`src/rtl/mdu_pkg.sv`:
```
// Shared types and constants for the multicycle multiply/divide unit.
package mdu_pkg;

  typedef enum logic [1:0] {
    IDLE = 2'd0,
    MULT = 2'd1,
    DIV  = 2'd2,
    DONE = 2'd3
  } mdu_state_e;

  localparam logic OP_MULT  = 1'b0;
  localparam logic OP_DIV   = 1'b1;
  localparam int   MDU_ITER = 32;

endpackage

```
`src/rtl/mdu_div_step.sv`:
```
// One restoring-division step on magnitudes: shift {rem,quo} left, try subtracting the divisor.
// Purely combinational; the caller registers the result each cycle.
module mdu_div_step
  import mdu_pkg::*;
(
  input  logic [63:0] remQuo,
  input  logic [31:0] divisor,
  output logic [63:0] remQuoNext
);

  logic [32:0] shiftedRem;
  logic [32:0] diff;

  // rem < divisor always holds, so the 33-bit trial difference fits back in 32 bits
  assign shiftedRem = {remQuo[63:31]};
  assign diff       = shiftedRem - {1'b0, divisor};

  always_comb begin
    remQuoNext = {shiftedRem[31:0], remQuo[30:0], 1'b0};
    if (!diff[32]) begin
      remQuoNext = {diff[31:0], remQuo[30:0], 1'b1};
    end
  end

endmodule

```
`src/rtl/mult_div_unit.sv`:
```
// Multicycle signed multiply/divide with architectural Hi/Lo; 33 cycles start-to-done
// (divide by zero: 1 cycle). Result is held internally until hilo_write commits it.
module mult_div_unit
  import mdu_pkg::*;
(
  input  logic        clk,
  input  logic        rst,
  input  logic        start,
  input  logic        op,
  input  logic [31:0] a,
  input  logic [31:0] b,
  input  logic        hilo_write,
  output logic        busy,
  output logic        done,
  output logic        div_zero,
  output logic [31:0] hi,
  output logic [31:0] lo
);

  mdu_state_e  state, stateNext;
  logic [5:0]  cnt;
  logic [63:0] work;       // mult: {partial product, remaining multiplier}; div: {rem, quo}
  logic [31:0] operand;    // multiplicand or divisor magnitude
  logic        negRes;     // product / quotient must be negated
  logic        negRem;     // remainder takes the dividend's sign
  logic [31:0] resHi, resLo;

  logic        accept;
  logic        lastIter;
  logic [31:0] magA, magB;
  logic [32:0] multSum;
  logic [63:0] multNext;
  logic [63:0] divNext;
  logic [63:0] prodSigned;
  logic [31:0] quoSigned, remSigned;

  assign magA     = a[31] ? (~a + 32'd1) : a;
  assign magB     = b[31] ? (~b + 32'd1) : b;
  assign lastIter = (cnt == 6'(MDU_ITER - 1));

  assign multSum  = {1'b0, work[63:32]} + (work[0] ? {1'b0, operand} : 33'd0);
  assign multNext = {multSum, work[31:1]};

  mdu_div_step uDivStep (
    .remQuo     (work),
    .divisor    (operand),
    .remQuoNext (divNext)
  );

  assign prodSigned = negRes ? (~multNext + 64'd1) : multNext;
  assign quoSigned  = negRes ? (~divNext[31:0] + 32'd1) : divNext[31:0];
  assign remSigned  = negRem ? (~divNext[63:32] + 32'd1) : divNext[63:32];

  assign busy = (state == MULT) || (state == DIV);
  assign done = (state == DONE);

  always_comb begin
    stateNext = state;
    accept    = 1'b0;
    case (state)
      IDLE, DONE: begin
        if (state == DONE) stateNext = IDLE;
        if (start) begin
          accept = 1'b1;
          if (op == OP_MULT)    stateNext = MULT;
          else if (b == 32'd0)  stateNext = DONE;
          else                  stateNext = DIV;
        end
      end
      MULT:    if (lastIter) stateNext = DONE;
      DIV:     if (lastIter) stateNext = DONE;
      default: stateNext = IDLE;
    endcase
  end

  always_ff @(posedge clk or posedge rst) begin
    if (rst) state <= IDLE;
    else     state <= stateNext;
  end

  always_ff @(posedge clk or posedge rst) begin
    if (rst) begin
      cnt      <= '0;
      work     <= '0;
      operand  <= '0;
      negRes   <= 1'b0;
      negRem   <= 1'b0;
      resHi    <= '0;
      resLo    <= '0;
      div_zero <= 1'b0;
      hi       <= '0;
      lo       <= '0;
    end else begin
      // Commit reads the pre-edge result, so a same-cycle restart still commits the old one
      if ((state == IDLE || state == DONE) && hilo_write && !div_zero) begin
        hi <= resHi;
        lo <= resLo;
      end
      if (accept) begin
        cnt    <= '0;
        negRes <= a[31] ^ b[31];
        negRem <= a[31];
        if (op == OP_MULT) begin
          div_zero <= 1'b0;
          operand  <= magA;
          work     <= {32'd0, magB};
        end else if (b == 32'd0) begin
          div_zero <= 1'b1;
        end else begin
          div_zero <= 1'b0;
          operand  <= magB;
          work     <= {32'd0, magA};
        end
      end else if (state == MULT) begin
        cnt  <= cnt + 6'd1;
        work <= multNext;
        if (lastIter) begin
          resHi <= prodSigned[63:32];
          resLo <= prodSigned[31:0];
        end
      end else if (state == DIV) begin
        cnt  <= cnt + 6'd1;
        work <= divNext;
        if (lastIter) begin
          resHi <= remSigned;
          resLo <= quoSigned;
        end
      end
    end
  end

endmodule

```
`config.mk`:
```
export PLATFORM = sky130hd
export DESIGN_NAME = mult_div_unit
export DESIGN_NICKNAME = d
export VERILOG_FILES = /design/src/rtl/mdu_pkg.sv /design/src/rtl/mdu_div_step.sv /design/src/rtl/mult_div_unit.sv
export SDC_FILE = /design/constraint.sdc
export NUM_CORES = 1
export LEC_CHECK = 0
export BUFFER_PORTS_ARGS = -buffer_cell sky130_fd_sc_hd__buf_2
export CAP_MARGIN = 10
export CORE_MARGIN = 1.5
export CORE_UTILIZATION = 50
export CTS_CLUSTER_DIAMETER = 50
export CTS_CLUSTER_SIZE = 28
export DETAILED_ROUTE_END_ITERATION = 8
export PLACE_DENSITY = 0.72
export SETUP_SLACK_MARGIN = 0.02
export SYNTH_ARGS = -nofsm -noshare
export SYNTH_HDL_FRONTEND = slang
export SYNTH_SLANG_ARGS = --single-unit
```
`constraint.sdc`:
```
create_clock -name clk -period 8.6 [get_ports clk]
set_input_delay 0 -clock clk [delete_from_list [all_inputs] [get_ports clk]]
set_output_delay 0 -clock clk [all_outputs]
set_load 0.1 [all_outputs]
```
==> results of run 1 <==
per-layer routing:
metal	share of wire	track usage
met2	0.42	0.4496
met3	0.093	0.04827
met4	0.021	0.06930
met1	0.47	0.4733
met5	0	0
worst max-delay path by stage:
stage / startpoint / endpoint / slack (ns) / cells past startpoint
5_1_grt: work[31] / resHi[30] / 2.52 / 21
3_3_place_gp: work[31] / resHi[30] / 3.06 / 21
6_report: work[31] / resHi[30] / 2.78 / 21
3_5_place_dp: work[31] / resHi[30] / 2.89 / 21
4_1_cts: work[31] / resHi[30] / 2.85 / 21
2_1_floorplan: rst / cnt[0] / 2.15 / 1
cell families (layout without fill, tap and decap cells):
group                      after synthesis  after routing
xor gates and xnor gates               208            208
AOI/OAI and AO/OA                      735            735
DFF                                    235            235
buffers and inverters                  238            344
and+or+nand+nor                        801            801
muxes                                  156            156
adders and majority gates               75             75
critical path: cells and delay by family (launching register included):
family / cells / cell delay (ns)
AO/OA/AOI/OAI: 7 / 1.69
adder cells (fa/ha/maj): 3 / 0.95
buffers and inverters: 4 / 0.90
flip-flops: 1 / 0.44
multiplexers: 1 / 0.37
AND/OR/NAND/NOR: 6 / 1.35
state kept, by name, indices dropped and copies added (netlist names):
signal,flops
div_zero,1
operand,32
negRes,1
hi,32
negRem,1
state,2
resHi,32
resLo,32
lo,32
work,64
cnt,6
through the flow:
stage,utilization,hold slack [ns],cell area (um2)
2_1_floorplan,-,0.1822,19720
6_report,0.5753,0.01664,22280
3_3_place_gp,0.5286,0.1490,20480
5_1_grt,0.5753,0.04047,22280
3_5_place_dp,0.5286,0.1599,20480
4_1_cts,0.5753,0.0004683,22280
what timing repair did:
item                                   CTS  global route
hold buffers                            72             0
endpoints found under the hold margin  152             0
gates resized for setup                  0             0
placed cells by master (no fill, tap or decap), types with 23 or more instances in the layout:
master         count
nand2_1          276
o21ai_0          246
dfrtp_1          234
nor2_1           199
a21oi_1          184
buf_2            135
xnor2_1          117
nand3_1           96
xor2_1            90
mux2_2            80
mux2i_1           76
ha_1              72
dlygate4sd3_1     72
inv_1             61
o31ai_1           48
o21ai_1           34
or3_1             31
o221ai_1          31
clkbuf_16         28
nor3_1            27
and2_1            23
cell type report:
class	instances	share of cell area
Tap cell	518	0.02908
Clock inverter	24	0.01735
Multi-Input combinational cell	1975	0.5778
Timing Repair Buffer	225	0.06873
Inverter	67	0.01162
Clock buffer	28	0.03144
Sequential cell	235	0.2640
==> results.toml, run 1 <==
[logic_synthesis]
synth_xor_area_frac = 0.09276
ys_types = 94
syn_inst = 2448
yosysMostFrequentCell = "nand2_1"
ys_seq_area_frac = 0.2982
synth-edff-count = 0
synth-simple-area-share = 0.1947
synth_compound_area_frac = 0.2308
synthArstFlopShare = 1.000
yosysTopAreaCell = "dfrtp_1"
synth.mux.area_fraction = 0.08426
synth.avg_cell_area_um2 = 8.056
synth_area_leaders = "dfrtp_1 30%, o21ai_0 6.2%, nand2_1 5.3%"
yosys_warnings = 0
syn_nets = 2592
synth_fa_ha_area_frac = 0.04835
ys.flop_type = "dfrtp_1"
yosys-top-cells-count = "278 x nand2_1, 246 x o21ai_0, 235 x dfrtp_1"
ys_ff_latch = 235
synth_top_family_by_area = "compound AO/OA/AOI/OAI gates"
yosysTopAreaCellShare = 0.2982
netlist_area_um2 = 19720

[global_route]
grt_max_degree = 107
grt_pass1_vias = 17465
track_usage = 0.3079
grt_pass1_wl_um = 100100
antenna_found_initial = 0
overflow = 0

[route]
drc = 0
detail_route.iter0.violations = 1978
first_pass_iters = 6
vias = 19036
vias_per_cell = 6.197
wirelength_um = 63440
antenna_left = 0
route.detailed.wl_per_inst_um = 20.65

[sta]
timing.fmax_ghz = 0.1718
rsz0062_at_grt = "no"
hold_viol = 0
tns_ns = 0
relSlewSlack = 0.3244
fin_worst_skew_ns = 0.01663
finalCritPeriodShare = 0.6769
worst_slew_pin_slew_ns = 1.013
worst_slack_ns = 2.779
setup_viol = 0
final_max_slew_viol_count = 0
finalCriticalPeriod_ns = 5.821

[placed_design]
dpl.cell_count = 2948
hpwl_um = 49060
dp_slack_ns = 2.886
io_buffers = 135
gp_congestion = 0.9767

[clock_network]
cts_buffers = 28
cts.root.buffer_cell = "clkbuf_16"
path_clk_slew_ns = 0.08
cts_max_level = 1
worstSkewPairLatency_ns = 0.60
cts_setup_buffers = 0
ctsLongestPathBuffers = 3
clock-sinks = 235
cts_tree = "yes"

[setup_path]
r2r-end = "resHi[30]"
critPathMaxStageDelay_ns = 0.51
worstSetupPathType = "reg -> reg"
worstReg2RegStart = "work[31]"
crit_path_max_fanout = 36
ff2ff_path_depth = 21
worstPathArrival_ns = 6.33
path_cells = "inv_1 > ha_1 > inv_1 > fa_1 > a211oi_1 > nor3_1 > o21ai_0 > a21oi_1 > nor3_1 > nor2_4 > inv_2 > mux2i_1 > ha_1 > nand2_1 > a21oi_1 > a41o_1 > o21ai_0 > buf_4 > or4b_1 > and3_1 > a41oi_2"
end_kind = "flip-flop"
crit_slowest_cell = "o21ai_0"
worst_ep_required_time_ns = 9.11
start_kind = "flip-flop"
ff2ff_setup_slack_ns = 2.78

[layout]
final_nets = 2676
regArea_um2 = 5882
diodes = 0
syn_to_final_growth_pct = 13.00
drive_above_1_share = 0.1327
final_cells = 3072
multi_input_area_um2 = 12880
fillers = 3590

[floorplanning]
dieArea_um2 = 40640
fp.coreArea_um2 = 38740
ioPinCount = 136
rows = 72
initial_core_util = 0.5091
die_w_um = 201.6
die_h_um = 201.6

[hold_path]
worstHoldPathCells = 4
hold_class = "in -> reg"
min-delay-start = "b[7]"
holdPathEnd = "operand[7]"

[flow_run]
cap_viol_max_count = 0

[outcome]
status = "finished, final reports clean"
Power of run 1 is not shown: default switching activity piles up to over one toggle a cycle in this logic, so the estimate is an artifact.
==> run 2: changes to the inputs <==
Clock period 8.6 ns to 5.7 ns, I/O delays scaled along.
==> results.toml, run 2 (synthesis gave the netlist of run 1 again) <==
[outcome]
status = "finished, final reports clean"

[placed_design]
dpl_cell_area_um2 = 20560
io_buffers = 135
hpwl_um = 49500
gp_congestion = 0.9820

[clock_network]
clock-sinks = 235
cts_buffers = 29
worstSkewPairLatency_ns = 0.59
ctsLongestPathBuffers = 3
cts.root.buffer_cell = "clkbuf_16"
cts_setup_buffers = 0
cts_max_level = 1
cts_tree = "yes"
path_clk_slew_ns = 0.07

[route]
vias = 19131
drc = 0
route.detailed.wl_per_inst_um = 20.62
first_pass_iters = 6
antenna_left = 0
vias_per_cell = 6.203
wirelength_um = 63610
detail_route.iter0.violations = 2209

[setup_path]
worstSetupPathType = "reg -> reg"
path_cells = "clkinv_1 > buf_4 > nor2_1 > ha_1 > a21oi_1 > o21ai_0 > a2111oi_0 > buf_4 > o311ai_0 > nand2_1 > xor2_1 > or4b_1 > or4_1 > o31ai_2 > nand2b_1 > a41oi_2"
crit_slowest_cell = "or4b_1"
ff2ff_setup_slack_ns = 0.27
worstPathArrival_ns = 5.84
worst_ep_required_time_ns = 6.10
start_kind = "flip-flop"
critPathMaxStageDelay_ns = 0.51
end_kind = "flip-flop"
crit_path_max_fanout = 26
crit_top_cell = "buf_4"

[flow_run]
cap_viol_max_count = 0

[floorplanning]
dieArea_um2 = 40640
die_w_um = 201.6
fp.coreArea_um2 = 38740
die_h_um = 201.6
ioPinCount = 136
rows = 72
initial_core_util = 0.5091

[layout]
diodes = 0
final_area_um2 = 22350
final_nets = 2687
fillers = 3565
largest_reg_flops = 64
layout_common_cells = "276 x nand2_1, 246 x o21ai_0, 234 x dfrtp_1"
largest-register = "work"
drive_above_1_share = 0.1364
final_common_cell = "nand2_1"
syn_to_final_growth_pct = 13.34

[global_route]
antenna_found_initial = 0
overflow = 0
grt_max_degree = 186
grt_pass1_wl_um = 99710
grt_pass1_vias = 17484
track_usage = 0.3076

[sta]
finalCriticalPeriod_ns = 5.432
finalCritPeriodShare = 0.9529
tns_ns = 0
fin_worst_skew_ns = 0.02387
worst_slew_pin_slew_ns = 1.223
rsz0062_at_grt = "no"
relSlewSlack = 0.1742
hold_slack_ns = 0.004439
hold_viol = 0
setup_viol = 0
timing.fmax_ghz = 0.1841
final_max_slew_viol_count = 0

[hold_path]
hold_class = "in -> reg"
==> run 2: repair_timing <==
item	4_1_cts	5_1_grt
hold endpoints to repair	237	0
hold buffers	73	0
gates resized for setup	0	1
setup endpoints to repair	0	1
==> run 2: layer usage <==
metal	global-route usage	vias up	wire length, um
li1	-	9051	-
met4	0.09328	0	1834
met3	0.05685	80	5911
met5	0	-	0
met2	0.4356	873	26070
met1	0.4692	9127	29790
==> run 2: final cells by class <==
class	instances	area (um2)	share of cell area
repair buffers	235	1634	0.07311
flip-flops and latches	235	5882	0.2632
clock inverters	23	306.5	0.01372
well taps	518	648.1	0.02900
multi-input cells	1975	12880	0.5763
clock buffers	31	743.2	0.03325
inverters	67	255.2	0.01142
==> run 2: critical path, delay by kind of cell, from the launching register on <==
kind	cells	cell delay [ns]
simple gates	5	1.51
compound gates	6	1.96
xor+xnor	1	0.28
buf+inv	3	0.77
fa+ha+maj	1	0.34
flops	1	0.39
==> run 2: metrics by stage <==
stage	instances	worst slack [ns]	util
after floorplan	2448	0.7366	-
after global placement	2957	0.3498	0.5309
after detailed placement	2957	0.4570	0.5309
after CTS	3084	0.4009	0.5768
after global routing	3084	0.02419	0.5770
final	3084	0.2684	0.5770
==> run 2: worst paths after layout <==
path,endpoint,depth (start not counted),startpoint
worst max register to register,resHi[30],16,work[0]
min in group asynchronous,lo[13],4,rst
worst min-delay path,operand[23],4,a[23]
max in group asynchronous,operand[25],5,rst
worst min register to register,resHi[10],2,resHi[10]
worst max-delay path,resHi[30],16,work[0]
Power of run 2 is left out for the same reason.
